$ cat config.mk
export PLATFORM = sky130hd
export DESIGN_NAME = quad_demux_1to2
export DESIGN_NICKNAME = d
export VERILOG_FILES = /design/src/rtl/quad_demux_1to2_pkg.sv /design/src/rtl/demux_capture_reg.sv /design/src/rtl/quad_demux_1to2.sv
export SDC_FILE = /design/constraint.sdc
export NUM_CORES = 1
export LEC_CHECK = 0
export BUFFER_PORTS_ARGS = -buffer_cell sky130_fd_sc_hd__buf_2
export CORE_AREA = 10 10 82 67
export DETAILED_ROUTE_END_ITERATION = 8
export DIE_AREA = 0 0 92 77
export HOLD_SLACK_MARGIN = 0.06
export SETUP_SLACK_MARGIN = 0.2
export SLEW_MARGIN = 0
export SYNTH_ARGS = -nofsm -noshare
export SYNTH_HDL_FRONTEND = slang
export SYNTH_SLANG_ARGS = --single-unit
$ cat constraint.sdc
create_clock -name clock -period 2 [get_ports clock]
set_input_delay 0.3 -clock clock [delete_from_list [all_inputs] [get_ports clock]]
set_output_delay 0.3 -clock clock [all_outputs]
set_load 0.005 [all_outputs]
$ cat src/rtl/quad_demux_1to2_pkg.sv
// Shared types for the quad 1-to-2 demux.
// Pair FSM encoding and channel select values.
package quad_demux_1to2_pkg;

  typedef enum logic [1:0] {
    EMPTY = 2'b00,
    GOT_A = 2'b01,
    GOT_B = 2'b10
  } pair_state_e;

  localparam logic SEL_A = 1'b0;
  localparam logic SEL_B = 1'b1;

endpackage

$ cat src/rtl/demux_capture_reg.sv
// Enable-loaded holding register.
// Valid pulses for the cycle after each load.
module demux_capture_reg #(
  parameter int WIDTH = 4
) (
  input  logic             clock,
  input  logic             reset_b,
  input  logic             i_load,
  input  logic [WIDTH-1:0] i_d,
  output logic [WIDTH-1:0] o_q,
  output logic             o_valid
);

  logic [WIDTH-1:0] r_q;
  logic             r_valid;

  always_ff @(posedge clock) begin
    if (!reset_b) begin
      r_q     <= '0;
      r_valid <= 1'b0;
    end else begin
      r_valid <= i_load;
      if (i_load) begin
        r_q <= i_d;
      end
    end
  end

  assign o_q     = r_q;
  assign o_valid = r_valid;

endmodule

$ cat src/rtl/quad_demux_1to2.sv
// Registered 1-to-2 demux with A/B pairing,
// pair counter and overrun detection.
module quad_demux_1to2
  import quad_demux_1to2_pkg::*;
#(
  parameter int WIDTH = 4,
  parameter int CNT_W = 8
) (
  input  logic             clock,
  input  logic             reset_b,
  input  logic [WIDTH-1:0] Y,
  input  logic             S,
  input  logic             E,
  output logic [WIDTH-1:0] A,
  output logic [WIDTH-1:0] B,
  output logic             A_valid,
  output logic             B_valid,
  output logic             pair_valid,
  output logic             overrun,
  output logic             err,
  output logic [CNT_W-1:0] pair_count
);

  logic        w_cap_a;
  logic        w_cap_b;
  pair_state_e r_state;
  logic        r_pair_valid;
  logic        r_overrun;
  logic        r_err;
  logic [CNT_W-1:0] r_count;

  assign w_cap_a = !E && (S == SEL_A);
  assign w_cap_b = !E && (S == SEL_B);

  demux_capture_reg #(.WIDTH(WIDTH)) u_cap_a (
    .clock   (clock),
    .reset_b (reset_b),
    .i_load  (w_cap_a),
    .i_d     (Y),
    .o_q     (A),
    .o_valid (A_valid)
  );

  demux_capture_reg #(.WIDTH(WIDTH)) u_cap_b (
    .clock   (clock),
    .reset_b (reset_b),
    .i_load  (w_cap_b),
    .i_d     (Y),
    .o_q     (B),
    .o_valid (B_valid)
  );

  // Pulses are registered alongside the captures so they line up.
  always_ff @(posedge clock) begin
    if (!reset_b) begin
      r_state      <= EMPTY;
      r_pair_valid <= 1'b0;
      r_overrun    <= 1'b0;
      r_err        <= 1'b0;
      r_count      <= '0;
    end else begin
      r_pair_valid <= 1'b0;
      r_overrun    <= 1'b0;
      unique case (r_state)
        EMPTY: begin
          if (w_cap_a) r_state <= GOT_A;
          else if (w_cap_b) r_state <= GOT_B;
        end
        GOT_A: begin
          if (w_cap_b) begin
            r_state      <= EMPTY;
            r_pair_valid <= 1'b1;
            r_count      <= r_count + 1'b1;
          end else if (w_cap_a) begin
            r_overrun <= 1'b1;
            r_err     <= 1'b1;
          end
        end
        GOT_B: begin
          if (w_cap_a) begin
            r_state      <= EMPTY;
            r_pair_valid <= 1'b1;
            r_count      <= r_count + 1'b1;
          end else if (w_cap_b) begin
            r_overrun <= 1'b1;
            r_err     <= 1'b1;
          end
        end
        default: r_state <= EMPTY;
      endcase
    end
  end

  assign pair_valid = r_pair_valid;
  assign overrun    = r_overrun;
  assign err        = r_err;
  assign pair_count = r_count;

endmodule
# Yosys cells after proc, flatten, opt, wreduce, memory -nomap -nowiden
# Cells that the tools add are included.
[word_totals] output_inout_bits=21 regBits=23 mem_bits_rw=0 rom_bits=0 memories=0 latch_bits=0 input_bits=8
[op_classes] div=0 addsub=1 reduce_logical=8 n_mux=19 n_lt_le_gt_ge=0 n_mul=0 eq_ne=9 n_bitwise=1 n_shift=0
[ops] operator="$mux W8" count=2
[ops] operator="$pmux W8 S2" count=1
[ops] operator="$add A8 B1 Y8 const B" count=1
[ops] operator="$mux W1" count=8
[ops] operator="$mux W2" count=4
[ops] operator="$ne A2 B1 Y1 const B" count=4
[ops] operator="$pmux W1 S2" count=3
[ops] operator="$pmux W2 S3" count=1
[ops] operator="$reduce_and A3 Y1" count=2
[ops] operator="$reduce_and A5 Y1" count=1
[ops] operator="$ne A2 B2 Y1 const B" count=2
[ops] operator="$ne A3 B1 Y1 const B" count=1
[ops] operator="$eq A2 B1 Y1 const B" count=1
[ops] operator="$eq A2 B2 Y1 const B" count=1
[ops] operator="$logic_and A1 B1 Y1" count=2
[ops] operator="$logic_not A2 Y1" count=1
[ops] operator="$reduce_bool A2 Y1" count=1
[ops] operator="$logic_not A1 Y1" count=1
[ops] operator="$not A1 Y1" count=1

# Longest topological paths before layout
[logic_depth] ltp_word=5 mapped_depth=7 ltp_nobuf=5

# Modules after synthesis
# From an unflattened synthesis, not the netlist that was laid out.
[hier_totals] hier_cells=122 hier_area_um2=1196.1
[by_module_without_submodules] module="quad_demux_1to2" area_each_um2=828.3 instances=1 cells_each=92
[by_module_without_submodules] module="demux_capture_reg" area_each_um2=183.9 instances=2 cells_each=15

# Least setup slack after synthesis
# OpenSTA, ideal clock, no wires.
[synth_timing] kind="register to register" from="register r_state[0]" to="register r_count[7] (netlist: pair_count[7])" stages_incl_launch_ff=7 period_less_slack_ns=1.624 n_path_buf=1 arrival_ns=1.553 path_slack_ns=0.376 cell_sequence="dfxtp_1 -> inv_1 -> ha_1 -> buf_4 -> nand3b_1 -> a2111oi_4 -> mux2i_1"
[synth_via] elab_chain_len=3
[synth_lines] item="start: declaration" line="quad_demux_1to2.sv:26" text="pair_state_e r_state;"
[synth_lines] item="start signal: assignment" line="quad_demux_1to2.sv:56" text="r_state <= EMPTY;"
[synth_lines] item="start signal: assignment" line="quad_demux_1to2.sv:66" text="if (w_cap_a) r_state <= GOT_A;"
[synth_lines] item="start signal: assignment" line="quad_demux_1to2.sv:67" text="else if (w_cap_b) r_state <= GOT_B;"
[synth_lines] item="$eq A2 B1 Y1 / $eq A2 B2 Y1 (equally long branches)" line="quad_demux_1to2.sv:64" text="unique case (r_state)"
[synth_lines] item="$ne A2 B1 Y1 (no source line) / $reduce_bool A2 Y1 (equally long branches)"
[synth_lines] item="$reduce_and A3 Y1 (no source line)"
[synth_lines] item="end signal: assignment" line="quad_demux_1to2.sv:73" text="r_count <= r_count + 1'b1;"
[synth_lines] item="end signal: assignment" line="quad_demux_1to2.sv:83" text="r_count <= r_count + 1'b1;"
[synth_lines] item="end: declaration" line="quad_demux_1to2.sv:30" text="logic [CNT_W-1:0] r_count;"
# Several ways; a longest one is shown, not always the timed one.
# A chain may end at the register's enable or synchronous reset.

# Worst setup path in the final report
# Same ends and word-level chain as after synthesis.

==> summary.txt <==
Routing
  • Routed WL: 2720 um
  • WL per Instance: 13.1 um
  • Via-to-Cell Ratio: 4.51
  • Residual DRC: 0
  • First-pass iteration count of the detailed router: 4
  • Total number of vias: 938
  • Iter 0 DRT Violations: 45
  • Final ANT Viol Nets: 0

Final layout
  • Area Growth Syn to Fin: 21.7%
  • Fill cells: 429
  • Final #Nets: 167
  • Fin util: 35.4%
  • # diodes: 0
  • Share of layout cells above drive strength 1: 28.8%

Synthesis
  • Number of synthesized flops with an enable pin: 0
  • Fraction of registers with async set/reset: 0%
  • Syn Area/Cell: 8.86 um2
  • Most common library cells after synthesis: dfxtp_1, nand2_1, a21oi_1, mux2i_1, nand2b_1
  • Area contributors post-synth: dfxtp_1, mux2i_1, nand2_1
  • Mapped Nets: 141
  • Count of cell types in the netlist: 29
  • Seq/Total Area, Yosys: 40.6%
  • Post-Syn Instances: 128
  • Synth top area share: 40.6%
  • Most common cell in the synthesized netlist: dfxtp_1
  • Post-synth top area cell: dfxtp_1
  • Synthesized area: 0.00113 mm2
  • FF+latch count, synth: 23
  • Top FF cell, synth: dfxtp_1
  • Yosys warning count: 0

Clock network
  • Clock insertion delay at the later pin of the skew report: 0.26 ns
  • TritonCTS buffer count: 3
  • Number of hold buffers added after cts: 0
  • CTS tree: built
  • Clock root cell: clkbuf_8
  • Clock-pin slew on the worst setup and hold paths: 0.08 ns
  • H-tree depth: 1
  • Clk buf depth: 2
  • CTS Sinks: 23

Global routing
  • Grt total ovfl: 0
  • First-pass GRT wire length: 4300 um
  • GRT Overall Usage: 7.34%
  • Antenna violations before repair: 0
  • Vias in the first global route: 893
  • Largest net degree at the start of global routing: 18

Die
  • Die X: 92 um
  • Die H: 77 um
  • Core area: 0.00390 mm2
  • Starting density of the core: 29.0%
  • I/O Pins: 29
  • Rows: 20
  • Die area: 0.00708 mm2

Timing
  • Tcrit/Tclk final: 84.8%
  • RSZ-0062 raised after global routing: no
  • Fmax: 0.589 GHz
  • Final min period: 1.70 ns
  • Pins Over Slew Limit: 0
  • Relative slew slack: 66.1%
  • Worst-Margin Slew: 0.507 ns
  • Skew final: 0.00337 ns
  • Final TNS setup: 0 ns
  • Final hold violation count: 0
  • Final Setup Violations: 0

Outcome
  • Outcome: finished clean

Placed design
  • DPL Wire Length: 1920 um
  • Port bufs: 28
  • Final Wtd Congestion: 0.774

Worst setup path
  • Worst Path Required: 2.19 ns
  • Worst Path Max Fanout: 10
  • Crit Path Class: reg -> reg
  • Worst Setup Start Kind: flip-flop
  • Setup crit end kind: flip-flop
  • CP arrival: 1.89 ns

Power and ir drop
  • Clock Power Share: 31.5%
  • Sw Share: 25.3%
  • Combinational share of power: 14.4%
  • Leakage: 0.528 nW
  • Total net switching power: 0.000228 W
  • Reg power frac: 54.1%
  • VDD IR-drop max: 0.000229 V
  • Pwr per Cell Area: 653 mW/mm2
  • P_int: 0.000673 W

Worst hold path
  • Worst min path class: in -> reg

Flow run
  • Total of max-cap violations: 0
-- cells by family after synthesis --
| family | share of synthesized area, % |
|---|---|
| buffers and inverters | 4.19 |
| multiplexers | 8.94 |
| AO/OA/AOI/OAI | 18.3 |
| flip-flops | 40.6 |
| AND/OR/NAND/NOR | 22.4 |
| adder cells (fa/ha/maj) | 5.52 |
-- layer usage --
layer / wire length [um] / vias to the layer above / GRT usage [%]
met5: 0 / - / 0
met4: 21 / 0 / 1.85
met3: 84 / 4 / 2.72
met2: 1200 / 11 / 10.9
met1: 1410 / 431 / 9.69
li1: - / 492 / -
-- flip-flops by register name, indices dropped and copies added, names as in the netlist --
| name | count |
|---|---|
| u_cap_b.o_q | 4 |
| u_cap_a.o_q | 4 |
| u_cap_b.o_valid | 1 |
| err | 1 |
| u_cap_a.o_valid | 1 |
| pair_valid | 1 |
| pair_count | 8 |
| overrun | 1 |
| r_state | 2 |
-- layout by cell type, fill, tap and decap left out --
cell type	instances
buf_2	28
dfxtp_1	22
nand2_1	21
mux2i_1	9
a21oi_1	9
nand2b_1	7
nand3_1	6
o21ai_0	6
nor2_1	5
inv_1	4
a211oi_1	4
a21oi_2	4
nand3b_1	3
nor3_1	3
ha_1	3
clkbuf_8	3
or3b_4	1
or4b_4	1
nand4bb_1	1
a21bo_1	1
a21o_1	1
or2_2	1
nor2b_1	1
mux2_2	1
o32a_1	1
o21ai_1	1
a2111oi_4	1
a211oi_2	1
ha_4	1
ha_2	1
clkbuf_1	1
dfxtp_2	1
-- final timing paths --
check	from	endpoint	slack, ns	depth (start not counted)
max	r_state[0]	pair_count[7]	0.30	5
min	Y[2]	u_cap_b.o_q[2]	0.28	3
max reg2reg	r_state[0]	pair_count[7]	0.30	5
min reg2reg	u_cap_b.o_q[2]	u_cap_b.o_q[2]	0.45	2
-- layout make-up --
type | count | area, um2 | share of cell area [%]
Inverter | 4 | 15.0 | 1.09
Sequential cell | 23 | 462 | 33.5
Multi-Input combinational cell | 94 | 649 | 47.1
Clock buffer | 4 | 45.0 | 3.26
Timing Repair Buffer | 28 | 140 | 10.2
Tap cell | 55 | 68.8 | 4.99
-- power by group through the flow --
stage | Combinational (W) | Clock [W] | Sequential [W]
2_1_floorplan | 0.0000825 | 0 | 0.000496
3_3_place_gp | 0.000123 | 0 | 0.000496
3_5_place_dp | 0.000124 | 0 | 0.000496
4_1_cts | 0.000125 | 0.000298 | 0.000486
5_1_grt | 0.000146 | 0.000302 | 0.000489
6_report | 0.000130 | 0.000284 | 0.000487
-- worst max-delay path, stage by stage (launching register included) --
cell	delay (ns)
dfxtp_1	0.34
inv_1	0.14
ha_4	0.20
or3b_4	0.43
a2111oi_4	0.31
mux2i_1	0.21
-- through the flow --
step	instances	setup slack [ns]	hold slack [ns]	total power (W)	area [um2]
6_report	208	0.304	0.281	0.000901	1380
5_1_grt	208	0.219	0.291	0.000937	1380
4_1_cts	208	0.215	0.275	0.000909	1360
3_5_place_dp	204	0.219	0.445	0.000620	1310
3_3_place_gp	204	0.242	0.441	0.000619	1310
2_1_floorplan	128	0.376	0.436	0.000579	1130
-- timing repair --
action,in CTS,in global routing
buffers inserted,0,0
setup endpoints to repair,1,7
endpoints found under the hold margin,0,0
gates resized for setup,1,5
Power figures use the tool's default switching activity.
